<file path="config.mk">
export PLATFORM = sky130hd
export DESIGN_NAME = pipe_adder
export DESIGN_NICKNAME = d
export VERILOG_FILES = /design/src/rtl/pipe_adder.sv
export SDC_FILE = /design/constraint.sdc
export NUM_CORES = 1
export LEC_CHECK = 0
export ABC_AREA = 1
export CORE_AREA = 2 2 52 63
export CTS_CLUSTER_DIAMETER = 80
export DETAILED_ROUTE_END_ITERATION = 8
export DIE_AREA = 0 0 54 65
export GPL_TIMING_DRIVEN = 0
export PLACE_DENSITY = 0.82
export SLEW_MARGIN = 20
export SYNTH_ARGS = -nofsm -noshare
export SYNTH_HDL_FRONTEND = slang
export SYNTH_SLANG_ARGS = --single-unit
</file>
<file path="constraint.sdc">
create_clock -name clk -period 2.5 [get_ports clk]
set_input_delay 0.5 -clock clk [delete_from_list [all_inputs] [get_ports clk]]
set_output_delay 0.5 -clock clk [all_outputs]
set_load 0.005 [all_outputs]
</file>
<file path="src/rtl/pipe_adder.sv">
// Pipelined adder/subtractor: WIDTH-bit carry chain cut into STAGES slices, valid/ready on both sides.
// Define PIPE_ADDER_OVF_EN to add the signed-overflow output ovf.
module pipe_adder #(
   parameter int WIDTH  = 8,
   parameter int STAGES = 2
) (
   input  logic             clk,
   input  logic             rst,
   input  logic             in_valid,
   output logic             in_ready,
   input  logic [WIDTH-1:0] a,
   input  logic [WIDTH-1:0] b,
   input  logic             c_in,
   input  logic             sub,
   output logic             out_valid,
   input  logic             out_ready,
   output logic [WIDTH-1:0] sum,
`ifdef PIPE_ADDER_OVF_EN
   output logic             ovf,
`endif
   output logic             c_out
);

   localparam int S    = WIDTH / STAGES;
   localparam int LAST = STAGES - 1;

   // Per-stage registers: operands (b already conditioned), partial sum, slice carry, valid.
   logic [STAGES-1:0] r_valid;
   logic [STAGES-1:0] r_carry;
   logic [WIDTH-1:0]  r_a   [0:STAGES-1];
   logic [WIDTH-1:0]  r_b   [0:STAGES-1];
   logic [WIDTH-1:0]  r_sum [0:STAGES-1];

   logic [WIDTH-1:0]  w_src_a   [0:STAGES-1];
   logic [WIDTH-1:0]  w_src_b   [0:STAGES-1];
   logic [WIDTH-1:0]  w_src_sum [0:STAGES-1];
   logic [WIDTH-1:0]  w_new_sum [0:STAGES-1];
   logic [S:0]        w_slice   [0:STAGES-1];
   logic [STAGES-1:0] w_src_c;
   logic [STAGES-1:0] w_src_valid;
   logic [STAGES:0]   w_rdy;

   genvar gi;
   generate
      for (gi = 0; gi < STAGES; gi++) begin : g_stage
         localparam logic [WIDTH-1:0] SLICE_MASK = WIDTH'({S{1'b1}}) << (gi * S);

         if (gi == 0) begin : g_head
            assign w_src_a[gi]     = a;
            assign w_src_b[gi]     = sub ? ~b : b;
            assign w_src_c[gi]     = c_in;
            assign w_src_sum[gi]   = '0;
            assign w_src_valid[gi] = in_valid;
         end else begin : g_body
            assign w_src_a[gi]     = r_a[gi-1];
            assign w_src_b[gi]     = r_b[gi-1];
            assign w_src_c[gi]     = r_carry[gi-1];
            assign w_src_sum[gi]   = r_sum[gi-1];
            assign w_src_valid[gi] = r_valid[gi-1];
         end

         assign w_slice[gi] = {1'b0, w_src_a[gi][gi*S +: S]}
                            + {1'b0, w_src_b[gi][gi*S +: S]}
                            + (S+1)'(w_src_c[gi]);

         assign w_new_sum[gi] = (w_src_sum[gi] & ~SLICE_MASK)
                              | (WIDTH'(w_slice[gi][S-1:0]) << (gi * S));
      end
   endgenerate

   // w_rdy[k]: stage k may load this cycle (empty, or its contents move on).
   always_comb begin
      logic v_rdy;
      v_rdy          = out_ready;
      w_rdy          = '0;
      w_rdy[STAGES]  = out_ready;
      for (int k = LAST; k >= 0; k--) begin
         v_rdy    = !r_valid[k] || v_rdy;
         w_rdy[k] = v_rdy;
      end
   end

`ifdef PIPE_ADDER_OVF_EN
   logic r_ovf;
   logic w_ovf;

   assign w_ovf = (w_src_a[LAST][WIDTH-1] == w_src_b[LAST][WIDTH-1])
               && (w_new_sum[LAST][WIDTH-1] != w_src_a[LAST][WIDTH-1]);

   always_ff @(posedge clk) begin
      if (rst) begin
         r_ovf <= 1'b0;
      end else if (w_rdy[LAST] && w_src_valid[LAST]) begin
         r_ovf <= w_ovf;
      end
   end

   assign ovf = r_ovf;
`endif

   always_ff @(posedge clk) begin
      if (rst) begin
         r_valid <= '0;
         r_carry <= '0;
         for (int k = 0; k < STAGES; k++) begin
            r_a[k]   <= '0;
            r_b[k]   <= '0;
            r_sum[k] <= '0;
         end
      end else begin
         for (int k = 0; k < STAGES; k++) begin
            if (w_rdy[k]) begin
               r_valid[k] <= w_src_valid[k];
               // Data only moves with a real transaction; bubbles leave it untouched.
               if (w_src_valid[k]) begin
                  r_a[k]     <= w_src_a[k];
                  r_b[k]     <= w_src_b[k];
                  r_sum[k]   <= w_new_sum[k];
                  r_carry[k] <= w_slice[k][S];
               end
            end
         end
      end
   end

   assign in_ready  = w_rdy[0];
   assign out_valid = r_valid[LAST];
   assign sum       = r_sum[LAST];
   assign c_out     = r_carry[LAST];

endmodule
</file>
==> flow_summary.json, run 1 <==
{
  "gp_congestion": 0.765,
  "endpoint_kind": "primary output",
  "async_flop_share_pct": 0,
  "finClkSkew_ps": 4.08,
  "rsz0062_at_grt": "no",
  "crit_fanout": 4,
  "placed_cell_area_um2": 1720,
  "multiInputGateArea_um2": 534,
  "cp.arrival_ps": 1600,
  "syn_inst": 130,
  "fp-row-count": 22,
  "syn_avg_cell_area_um2": 10.5,
  "final_cell_area_um2": 1750,
  "cts_resized": 0,
  "ios": 33,
  "fin_crit_sh_pct": 83.8,
  "fin_crit_ps": 2100,
  "dp.final_hpwl_mm": 1.86,
  "fin_setup_tns_ps": 0,
  "synthTopCellsByArea": "edfxtp_1, nand2_1, dfxtp_1, fa_1, a21boi_1",
  "clk_pin_slew_ps": 120,
  "layout_setup_ws_ps": 404,
  "routed_wl_mm": 2.39,
  "drv_cap": 0,
  "nNetsFinal": 198,
  "vdd_drop_max_mv": 0.309,
  "sw_frac_of_total_pct": 25.4,
  "holdBufCountCts": 0,
  "yosys.cell_count.top_type": "nand2_1",
  "grt_start_max_net_pins": 14,
  "postRouteAntennaNets": 0,
  "hp-class": "reg2reg",
  "yosys.cell_types.count": 20,
  "power_frac_seq_pct": 54.6,
  "slew_viol_final": 0,
  "grt_usage_pct": 15.3,
  "startpoint_type": "input pin",
  "synth_top_area_share_pct": 43.9,
  "ys.flop_type": "edfxtp_1",
  "p_per_area_nw_per_um2": 517,
  "die_h_um": 65,
  "synth_nets": 162,
  "filler_cell_count": 261,
  "finalHoldViolations": 0,
  "crit_type": "in2out",
  "core-area_um2": 2970,
  "initial_core_util_pct": 46.0,
  "insertion_delay_ps": 310,
  "pwr-share-comb_pct": 26.2,
  "drt_iter0_markers": 27,
  "net-switching-power_w": 0.000230,
  "clock_path_buffers": 2,
  "wire_per_inst_um": 11.9,
  "seqCellArea_um2": 681,
  "seq_area_frac_synth_pct": 49.7,
  "grt_pass1_wl_mm": 3.88,
  "pre_cts_ws_ps": 178,
  "grt_overflow": 0,
  "synth_common_cells": "nand2_1, edfxtp_1, inv_1",
  "layout-drive-gt1-share_pct": 12.1,
  "max_freq_mhz": 477,
  "power.clock.fraction_pct": 19.2,
  "fin_util_pct": 58.9,
  "grt_pass1_vias": 976,
  "cts_root_buf": "clkbuf_4",
  "first_pass_iters": 4,
  "worst_pin_slew_ps": 465,
  "cts_max_level": 1,
  "instances_no_fill": 201,
  "cts_setup_buffers": 0,
  "status": "complete, no violations",
  "drc": 0,
  "syn_area_um2": 1370,
  "vias_per_cell": 4.97,
  "port-buffer-count": 31,
  "slew_headroom_pct": 68.9,
  "p_int_w": 0.000675,
  "synth_edf_count": 20,
  "clock_sinks": 24,
  "die-area_um2": 3510,
  "crit_required_ps": 2000,
  "tritoncts": "done",
  "vias": 999,
  "leakagePower_nw": 0.762,
  "yosys.area.top_type": "edfxtp_1",
  "insertedDiodeCount": 0,
  "dp.cells": 197,
  "antenna_found_initial": 0,
  "synth.yosys.warnings": 0,
  "cts_buffers": 3,
  "ys_ff_latch": 24,
  "finalSetupViolCount": 0,
  "synthToLayoutAreaGrowth_pct": 27.9,
  "die_x_um": 54
}
kinds of logic after synthesis:
logic type                 synth area share, %
and+or+nand+nor                           11.1
AOI/OAI and AO/OA                         10.2
DFF                                       49.7
buffers and inverters                     11.2
xor gates and xnor gates                  6.40
adders and majority gates                 11.3
placed cells by master, fill, tap and decap left out:
master,count
ha_1,6
nand3_2,2
a21oi_1,11
buf_4,9
nor2_1,2
dfxtp_1,4
nand4_1,1
nand2_1,23
inv_1,15
xor2_1,4
buf_2,3
clkbuf_4,3
a21boi_1,10
xnor2_1,6
inv_2,1
o21ai_0,2
edfxtp_1,20
nand3_1,5
buf_6,1
clkdlybuf4s50_1,31
fa_1,4
or2_2,1
clkbuf_1,1
flip-flops by register name (all words and copies together) (netlist names):
signal	flops
r_carry	2
r_valid	2
r_sum	12
r_b	4
r_a	4
per-layer routing:
metal	vias up	wire, um	GRT usage, %	part of all wire [%]
li1	490	-	-	-
met1	449	839	14.6	35
met2	52	1320	28.2	55
met3	8	137	1.61	5.7
met4	0	84	11.3	3.5
met5	-	0	0	0
worst paths after layout:
kind	from	slack, ps	end	cells after the start
max reg2reg	r_b[0][4]	880	r_sum[0][14]	5
min reg2reg	r_carry[0]	530	r_carry[0]	2
min	r_carry[0]	530	r_carry[0]	2
max	out_ready	400	in_ready	4
cell type report:
cell class                 instances  area share (%)
tap                               36            2.57
timing repair buffer              31            17.7
clock buffer                       4            1.50
buffer                            13            5.36
sequential                        24            38.9
inverter                          16            3.43
multi-input combinational         77            30.5
through the flow:
stage                     total power [W]  hold slack (ps)
after floorplan                  0.000642              489
after global placement           0.000724              523
after detailed placement         0.000738              536
after CTS                        0.000901              543
after global routing             0.000948              575
final                            0.000905              531
power by group through the flow:
stage	sequential [W]	combinational (W)	clock, W
after floorplan	0.000499	0.000142	0
after global placement	0.000501	0.000223	0
after detailed placement	0.000504	0.000235	0
after CTS	0.000494	0.000237	0.000170
after global routing	0.000498	0.000264	0.000186
final	0.000494	0.000237	0.000174
critical path, stage by stage:
cell and delay, ps:
clkdlybuf4s50_1 450, inv_1 50, nand3_2 80, clkdlybuf4s50_1 510
(Power assumes the default switching activity.)
==> run 2, diff against run 1 <==
clock period = 2.1 ns   (was 2.5 ns; I/O delays follow)
==> results of run 2 <==
The final DEF is identical to that of run 1. Status: complete, no violations.
Among the figures that moved: setup slack after placement 178 ps -> -142 ps; setup slack after layout 404 ps -> 164 ps; register-to-register setup slack 880 ps -> 480 ps; total power 0.000905 W -> 0.00108 W; worst IR drop on VDD 0.309 mV -> 0.368 mV
==> run 3, diff against run 2 <==
CORE_AREA = 2 2 48 68   (was 2 2 52 63)
DIE_AREA = 0 0 50 70   (was 0 0 54 65)
TNS_END_PERCENT = 100   (was unset)
==> run 3 against run 2 <==
- hold slack better by 16 ps
- sequential share of layout area is 0.49 points lower
- total power is 6.2% higher
- sequential cell count stayed put
- via count is 2.5% lower
- maximum frequency is 2.8% lower
- global-route usage is 0.090 points lower
- clock power is 33% higher
- sequential power hardly changed
- final cell count is 1.5% higher
- core utilization is 0.76 points higher
- largest power group unchanged
- highest routed layer unchanged
==> flow_summary.json, run 3 (synthesized netlist as in run 1, its figures left out) <==
{
  "status": "complete, no violations",
  "gp_congestion": 0.721,
  "initial_core_util_pct": 46.0,
  "reg2reg_depth": 5,
  "max_freq_mhz": 502,
  "crit_required_ps": 2120,
  "tritoncts": "done",
  "crit_start": "b[0]",
  "die_x_um": 50,
  "p_per_area_nw_per_um2": 645,
  "layout-drive-gt1-share_pct": 12.1,
  "drc": 0,
  "regMostFlops": "r_sum",
  "power_w": 0.00114,
  "ios": 33,
  "port-buffer-count": 31,
  "crit_type": "in2reg",
  "postRouteAntennaNets": 0,
  "placed_cell_area_um2": 1730,
  "insertion_delay_ps": 270,
  "finClkSkew_ps": 5.94,
  "grt_pass1_vias": 984,
  "cp_slowest_cell": "clkdlybuf4s50_1",
  "rsz0062_at_grt": "no",
  "core-area_um2": 2970,
  "dp.cells": 200,
  "dp.final_hpwl_mm": 1.98,
  "drt_iter0_markers": 17,
  "holdBufCountCts": 0,
  "clock_sinks": 24,
  "crit_chain": "clkdlybuf4s50_1 > xnor2_1 > fa_1 > inv_1 > fa_1 > a21boi_1",
  "insertedDiodeCount": 0,
  "crit_fanout": 2,
  "hp-class": "reg2reg",
  "leakagePower_nw": 0.770,
  "cp-endpoint": "r_sum[0][1]",
  "cts_buffers": 3,
  "die_h_um": 70,
  "grt_overflow": 0,
  "cp.arrival_ps": 2010,
  "slew_headroom_pct": 68.2,
  "synthToLayoutAreaGrowth_pct": 29.5,
  "drv_cap": 0,
  "r2r_slack_ps": 520,
  "fin_crit_ps": 1990,
  "endpoint_kind": "register",
  "finalSetupViolCount": 0,
  "antenna_found_initial": 0,
  "finalHoldViolations": 0,
  "vias_per_cell": 4.77,
  "grt_usage_pct": 15.2,
  "fp-row-count": 24,
  "final_cell_area_um2": 1770,
  "final_common_cell": "clkdlybuf4s50_1",
  "fin_setup_tns_ps": 0,
  "fin_crit_sh_pct": 94.9,
  "cp_common_cell": "fa_1",
  "routed_wl_mm": 2.38,
  "clk_pin_slew_ps": 80,
  "cts_setup_buffers": 0,
  "nNetsFinal": 198,
  "largest_register_ffs": 12,
  "grt_pass1_wl_mm": 4.06,
  "startpoint_type": "input pin",
  "instances_no_fill": 204,
  "filler_cell_count": 235,
  "vias": 974,
  "grt_start_max_net_pins": 14,
  "wire_per_inst_um": 11.7,
  "first_pass_iters": 4,
  "hold_slack_ps": 548,
  "worst_pin_slew_ps": 477,
  "vdd_drop_max_mv": 0.502,
  "slew_viol_final": 0,
  "cts_root_buf": "clkbuf_8",
  "slowest_delay_ps": 420,
  "top_regs": "r_sum (12), r_a (4), r_b (4)",
  "die-area_um2": 3500,
  "reg2reg_from": "r_b[0][4]",
  "clock_path_buffers": 2,
  "final_cell_mix": "clkdlybuf4s50_1, nand2_1, edfxtp_1",
  "cts_resized": 0,
  "cts_max_level": 1,
  "reg2reg_to": "r_sum[0][14]"
}
[run 3: cell count changes in the layout (fill, tap and decap cells not counted)]
cell,before,now
clkbuf_4,3,0
clkinv_1,0,1
clkbuf_8,0,3
clkbuf_1,1,0
[run 3: area by class of cell]
class                   instances  area [um^2]  share of cell area (%)
multi-input cells              77          534                    30.1
repair buffers                 31          310                    17.5
clock buffers                   3         41.3                    2.33
plain buffers                  13         93.8                    5.29
well taps                      39         48.8                    2.75
flip-flops and latches         24          681                    38.4
inverters                      16         60.1                    3.39
clock inverters                 1         3.75                   0.212
[run 3: critical path: cells and delay by family]
| kind | cells | cell delay, ps |
|---|---|---|
| compound gates | 1 | 140 |
| buf+inv | 2 | 520 |
| xor+xnor | 1 | 150 |
| fa+ha+maj | 2 | 790 |
[run 3: metrics by stage]
step	util [%]	worst slack, ps
after floorplan	-	159
after global placement	58.1	-112
after detailed placement	58.1	-190
after CTS	59.6	97.2
after global routing	59.6	29.9
final	59.6	108
[run 3: how the worst min path moves through the flow]
stage,slack (ps),cells past startpoint,end,startpoint
detailed placement,540,2,r_valid[1],r_valid[1]
global placement,520,2,r_carry[0],r_carry[0]
global route,600,4,r_carry[1],r_carry[1]
CTS,550,2,r_valid[1],r_valid[1]
finish,550,2,r_valid[1],r_valid[1]
floorplan,490,2,r_carry[0],r_carry[0]
[run 3: power by group]
part	total, W	internal [W]	switching, W
clock network	0.000275	0.000131	0.000144
logic	0.000282	0.000159	0.000123
registers	0.000588	0.000571	0.0000166
[run 3: layer usage]
layer / vias to the layer above / wire length, um / track usage [%]
met5: - / 0 / 0
met4: 0 / 45 / 6.48
met2: 35 / 1400 / 30.7
met3: 5 / 106 / 2.14
li1: 490 / - / -
met1: 444 / 823 / 14.1
==> variant 1 (flow settings as in run 1) <==
Set the parameter `STAGES` to 1 (it was 2).
--- a/src/rtl/pipe_adder.sv
+++ b/src/rtl/pipe_adder.sv
@@ -2,7 +2,7 @@
 // Define PIPE_ADDER_OVF_EN to add the signed-overflow output ovf.
 module pipe_adder #(
    parameter int WIDTH  = 8,
-   parameter int STAGES = 2
+   parameter int STAGES = 1
 ) (
    input  logic             clk,
    input  logic             rst,
Function: changed (Yosys sat finds a counterexample within 4 cycles, from zero or initial values and one cycle with rst high).
==> variant 1 against run 1 <==
Combinational power fell by 5%. Core utilization fell by 18 points. Worst setup slack got worse by 0.26 ns. Synthesized cell count fell by 21%. First-iteration DRC count fell by 67%. Final cell count fell by 13%. Wire length fell by 37%. Power fell by 40%. Final area fell by 31%. Count of clock-buffer cells in the layout did not move. Sequential cell count fell by 14. Synthesized area fell by 39%. Sequential share of layout area fell by 16 points. Largest cell class is now multi-input gates. Highest routed layer is now met3.
==> variant 1: results (changes against run 1) <==
| Metric | Value |
|---|---|
| Comb power frac | 0.415 (+0.153) |
| Post-Route WL | 1510 microns (-37%) |
| R2R Setup Slk | 1.41 ns (+0.53 ns) |
| Status | completed |
| CTS clk-pin slew, worst paths | 0.05 ns (-0.07 ns) |
| Top post-synthesis cells by area | edfxtp_1, ha_1, nand2_1 |
| Share of cells above drive strength 1 | 0.116 (-0.00527) |
| Crit path max-delay family | adder cells |
| Largest net degree at the start of global routing | 9 (-5) |
| Max FFs per register | 8 (-4) |
| Initial DRC count | 9 (-67%) |
| WP data arrival | 2.38 ns (+0.78 ns) |
| Leak pwr | 0.552 nW (-27%) |
| Worst path max stage delay | 0.41 ns (-0.10 ns) |
| Worst Path Max Fanout | 3 (-1) |
| Global-route wire length before repair | 2580 microns (-33%) |
| Least-Margin Pin Slew | 0.319 ns (-0.146 ns) |
| Crit path to | r_sum[0][6] |
| GRT Overall Usage | 0.0963 (-0.0565) |
| Syn Nets | 134 (-17%) |
| Hold_sp | c_out |
| Pint | 0.383 mW (-43%) |
| XOR/XNOR Fraction of Synth Area | 0.0845 (+0.0205) |
| Synthesized area per cell | 8.05 sq um (-24%) |
| Reg2reg start | out_valid |
| Fin area | 0.00121 sq mm (-31%) |
| Number of global-route vias before repair | 674 (-31%) |
| Post-synth EDFFs | 8 (-60%) |
| Placed cell count | 170 (-14%) |
| DP Wirelength | 1320 microns (-29%) |
| Hold EP | c_out |
| Vias per inst | 4.29 (-14%) |
| Commonest cells in the netlist | nand2_1, nor2_1, inv_1, edfxtp_1 |
| Initial DRT Pass Iterations | 6 (+2) |
| CP startpoint | b[0] |
| Clock skew | 0.00630 ns (+0.00222 ns) |
| Maximum vdd drop | 0.234 mV (-24%) |
| Compound-Gate Fraction of Synth Area | 0.0422 (-0.0601) |
| Synth Area in Adders | 0.154 (+0.0405) |
| Clk_lat worst skew | 0.26 ns (-0.05 ns) |
==> variant 1: cell count changes after synthesis, moves of 3 or more <==
cell | before | now
nand2_2 | 0 | 3
buf_4 | 9 | 0
inv_1 | 15 | 12
edfxtp_1 | 20 | 8
nor2_1 | 2 | 13
a21boi_1 | 10 | 0
a21oi_1 | 11 | 7
xnor2_1 | 6 | 2
==> variant 1: cell type report <==
| class | instances | area [sq um] |
|---|---|---|
| Fill cell | 321 | 1760 |
| Multi-Input combinational cell | 77 | 487 |
| Timing Repair Buffer | 31 | 310 |
| Sequential cell | 10 | 280 |
| Inverter | 15 | 61.3 |
| Tap cell | 36 | 45.0 |
| Clock buffer | 4 | 26.3 |
| Buffer | 1 | 5.00 |
==> variant 1: layer usage <==
metal / global-route usage / vias to the layer above / share of wire
li1: - / 400 / -
met1: 0.115 / 322 / 0.41
met2: 0.172 / 25 / 0.52
met3: 0.0138 / 0 / 0.073
met4: 0.0281 / 0 / 0
met5: 0 / - / 0
==> variant 2 (settings of run 1) <==
Made on the original files. Build with the macro `PIPE_ADDER_OVF_EN` defined.
--- a/src/rtl/pipe_adder.sv
+++ b/src/rtl/pipe_adder.sv
@@ -1,5 +1,7 @@
 // Pipelined adder/subtractor: WIDTH-bit carry chain cut into STAGES slices, valid/ready on both sides.
 // Define PIPE_ADDER_OVF_EN to add the signed-overflow output ovf.
+`define PIPE_ADDER_OVF_EN
+
 module pipe_adder #(
    parameter int WIDTH  = 8,
    parameter int STAGES = 2
Function (old outputs only; new: ovf): kept (equiv_simple and equiv_induct, registers matched by name and starting in step).
==> variant 2 against run 1 <==
Fmax fell by 0.87%. Sequential cell count up 1. Wire length shrank 7.8%. Synthesized area is 1.9% higher. Count of clock-buffer cells in the layout down 1. Power up 0.62%. Final area is 2.1% higher. Hold slack lost 0.051 ns. Worst setup slack lost 0.018 ns. Critical path type unchanged. Largest cell class unchanged.
==> variant 2: results (changes against run 1) <==
| Metric | Value |
|---|---|
| Status | completed |
| Clock skew | 0.00907 ns (+0.00499 ns) |
| Top FF cell, synth | edfxtp_1 |
| CTS clk-pin slew, worst paths | 0.13 ns |
| DP Wirelength | 1820 microns (-2.1%) |
| Compound-Gate Fraction of Synth Area | 0.0413 (-0.0611) |
| Synth cell types | 18 (-10%) |
| Clock buffer count from CTS | 3 (unchanged) |
| XOR/XNOR Fraction of Synth Area | 0.0628 (-0.00121) |
| Post-Route WL | 2200 microns (-7.8%) |
| Commonest cells in the netlist | inv_1, edfxtp_1, nor2_1, nand2_1, nand3_1 |
| Setup Slack @ Placement | 0.224 ns (+0.0455 ns) |
| Warnings, synthesis | 0 (unchanged) |
| Initial DRC count | 14 (-48%) |
| Final #Nets | 208 (+5.1%) |
| Largest net degree at the start of global routing | 15 (+1) |
| CP startpoint | out_ready |
| Share of cells above drive strength 1 | 0.131 (+0.0102) |
| Met3 usage | 0.0161 (unchanged) |
| Number of global-route vias before repair | 957 (-1.9%) |
| Global placement routability congestion | 0.845 (+10%) |
| Slowest-stage cell, CP | clkdlybuf4s50_1 |
| WP data arrival | 1.61 ns |
| Port bufs | 32 (+3.2%) |
| Worst Path Max Fanout | 4 (unchanged) |
| Vias per inst | 4.64 (-6.6%) |
| GR Util met1 | 0.146 (+0.000186) |
| Antenna diode count | 0 (unchanged) |
| Async set or reset register ratio after synthesis | 0 (unchanged) |
| GR Util met2 | 0.273 (-0.00915) |
| Largest regs | r_sum (12), r_a (4), r_b (4) |
| Least-Margin Pin Slew | 0.456 ns (-0.00872 ns) |
| Clk_lat worst skew | 0.32 ns |
| Post-cts resize count | 0 (unchanged) |
| Leak pwr | 0.795 nW (+4.4%) |
| Worst path max stage delay | 0.51 ns (about the same) |
| Setup bufs post-CTS | 0 (unchanged) |
| Top post-synthesis cells by area | edfxtp_1, dfxtp_1, inv_1 |
| Global-route wire length before repair | 3710 microns (-4.4%) |
| Syn Nets | 171 (+5.6%) |
| Maximum vdd drop | 0.272 mV (-12%) |
| Fillers | 251 (-3.8%) |
| Placed Area | 0.00176 sq mm (+2.1%) |
| Initial antenna violation count | 0 (unchanged) |
| GRT Overall Usage | 0.148 (-0.00466) |
| Reg2reg start | r_b[0][4] |
| CTS H-tree lvls | 1 (unchanged) |
| Multiplexer area fraction after synthesis | 0 (unchanged) |
| Seq/Total Area, Yosys | 0.502 (+0.00498) |
| Hold_sp | r_carry[1] |
| Post-synth EDFFs | 20 (unchanged) |
| Clock Path Buffers | 2 (unchanged) |
| Synth Area in Adders | 0.111 (-0.00213) |
| Tightest Hold Check Type | reg2reg |
[variant 2: stage by stage]
| step | utilization | power, mW | std cells | hold slack (ns) |
|---|---|---|---|---|
| floorplan | - | 0.653 | 139 | 0.455 |
| global placement | 0.592 | 0.734 | 207 | 0.459 |
| detailed placement | 0.592 | 0.747 | 207 | 0.465 |
| CTS | 0.601 | 0.918 | 211 | 0.484 |
| global route | 0.601 | 0.968 | 211 | 0.525 |
| finish | 0.601 | 0.911 | 211 | 0.480 |
[variant 2: final timing paths]
path         cells after the start  slack, ns            to
max                              4       0.39      in_ready
min                              2       0.48    r_carry[1]
max reg2reg                      5       0.92  r_sum[0][14]
min reg2reg                      2       0.48    r_carry[1]
[variant 2: per-layer routing]
| layer | up-vias | wire [microns] |
|---|---|---|
| met1 | 438 | 793 |
| met3 | 6 | 88 |
| met2 | 29 | 1250 |
| met4 | 0 | 69 |
| met5 | - | 0 |
| li1 | 507 | - |
[variant 2: cell families (layout without fill, tap and decap cells)]
kind of cell	Yosys count	count (layout)
flip-flops	25	25
AO/OA/AOI/OAI	10	10
buffers and inverters	35	71
adder cells (fa/ha/maj)	10	10
XOR/XNOR	10	10
AND/OR/NAND/NOR	49	49
[variant 2: cell type report]
type / count / area [sq um] / share of cell area
clock buffers: 3 / 22.5 / 0.0126
clock inverters: 1 / 5.00 / 0.00280
repair buffers: 32 / 320 / 0.179
plain buffers: 11 / 87.6 / 0.0490
multi-input cells: 79 / 517 / 0.289
well taps: 36 / 45.0 / 0.0252
flip-flops and latches: 25 / 701 / 0.392
inverters: 24 / 90.1 / 0.0504
[variant 2: power by group]
part           switching, mW  total, mW  internal, mW
Clock                  0.115      0.175        0.0599
Sequential            0.0148      0.507         0.492
Combinational          0.104      0.228         0.124
Total                  0.234      0.911         0.676
[variant 2: worst max-delay path: cells and delay by family]
family,cells,cell delay [ns]
simple gates,1,0.09
buf+inv,3,1.03
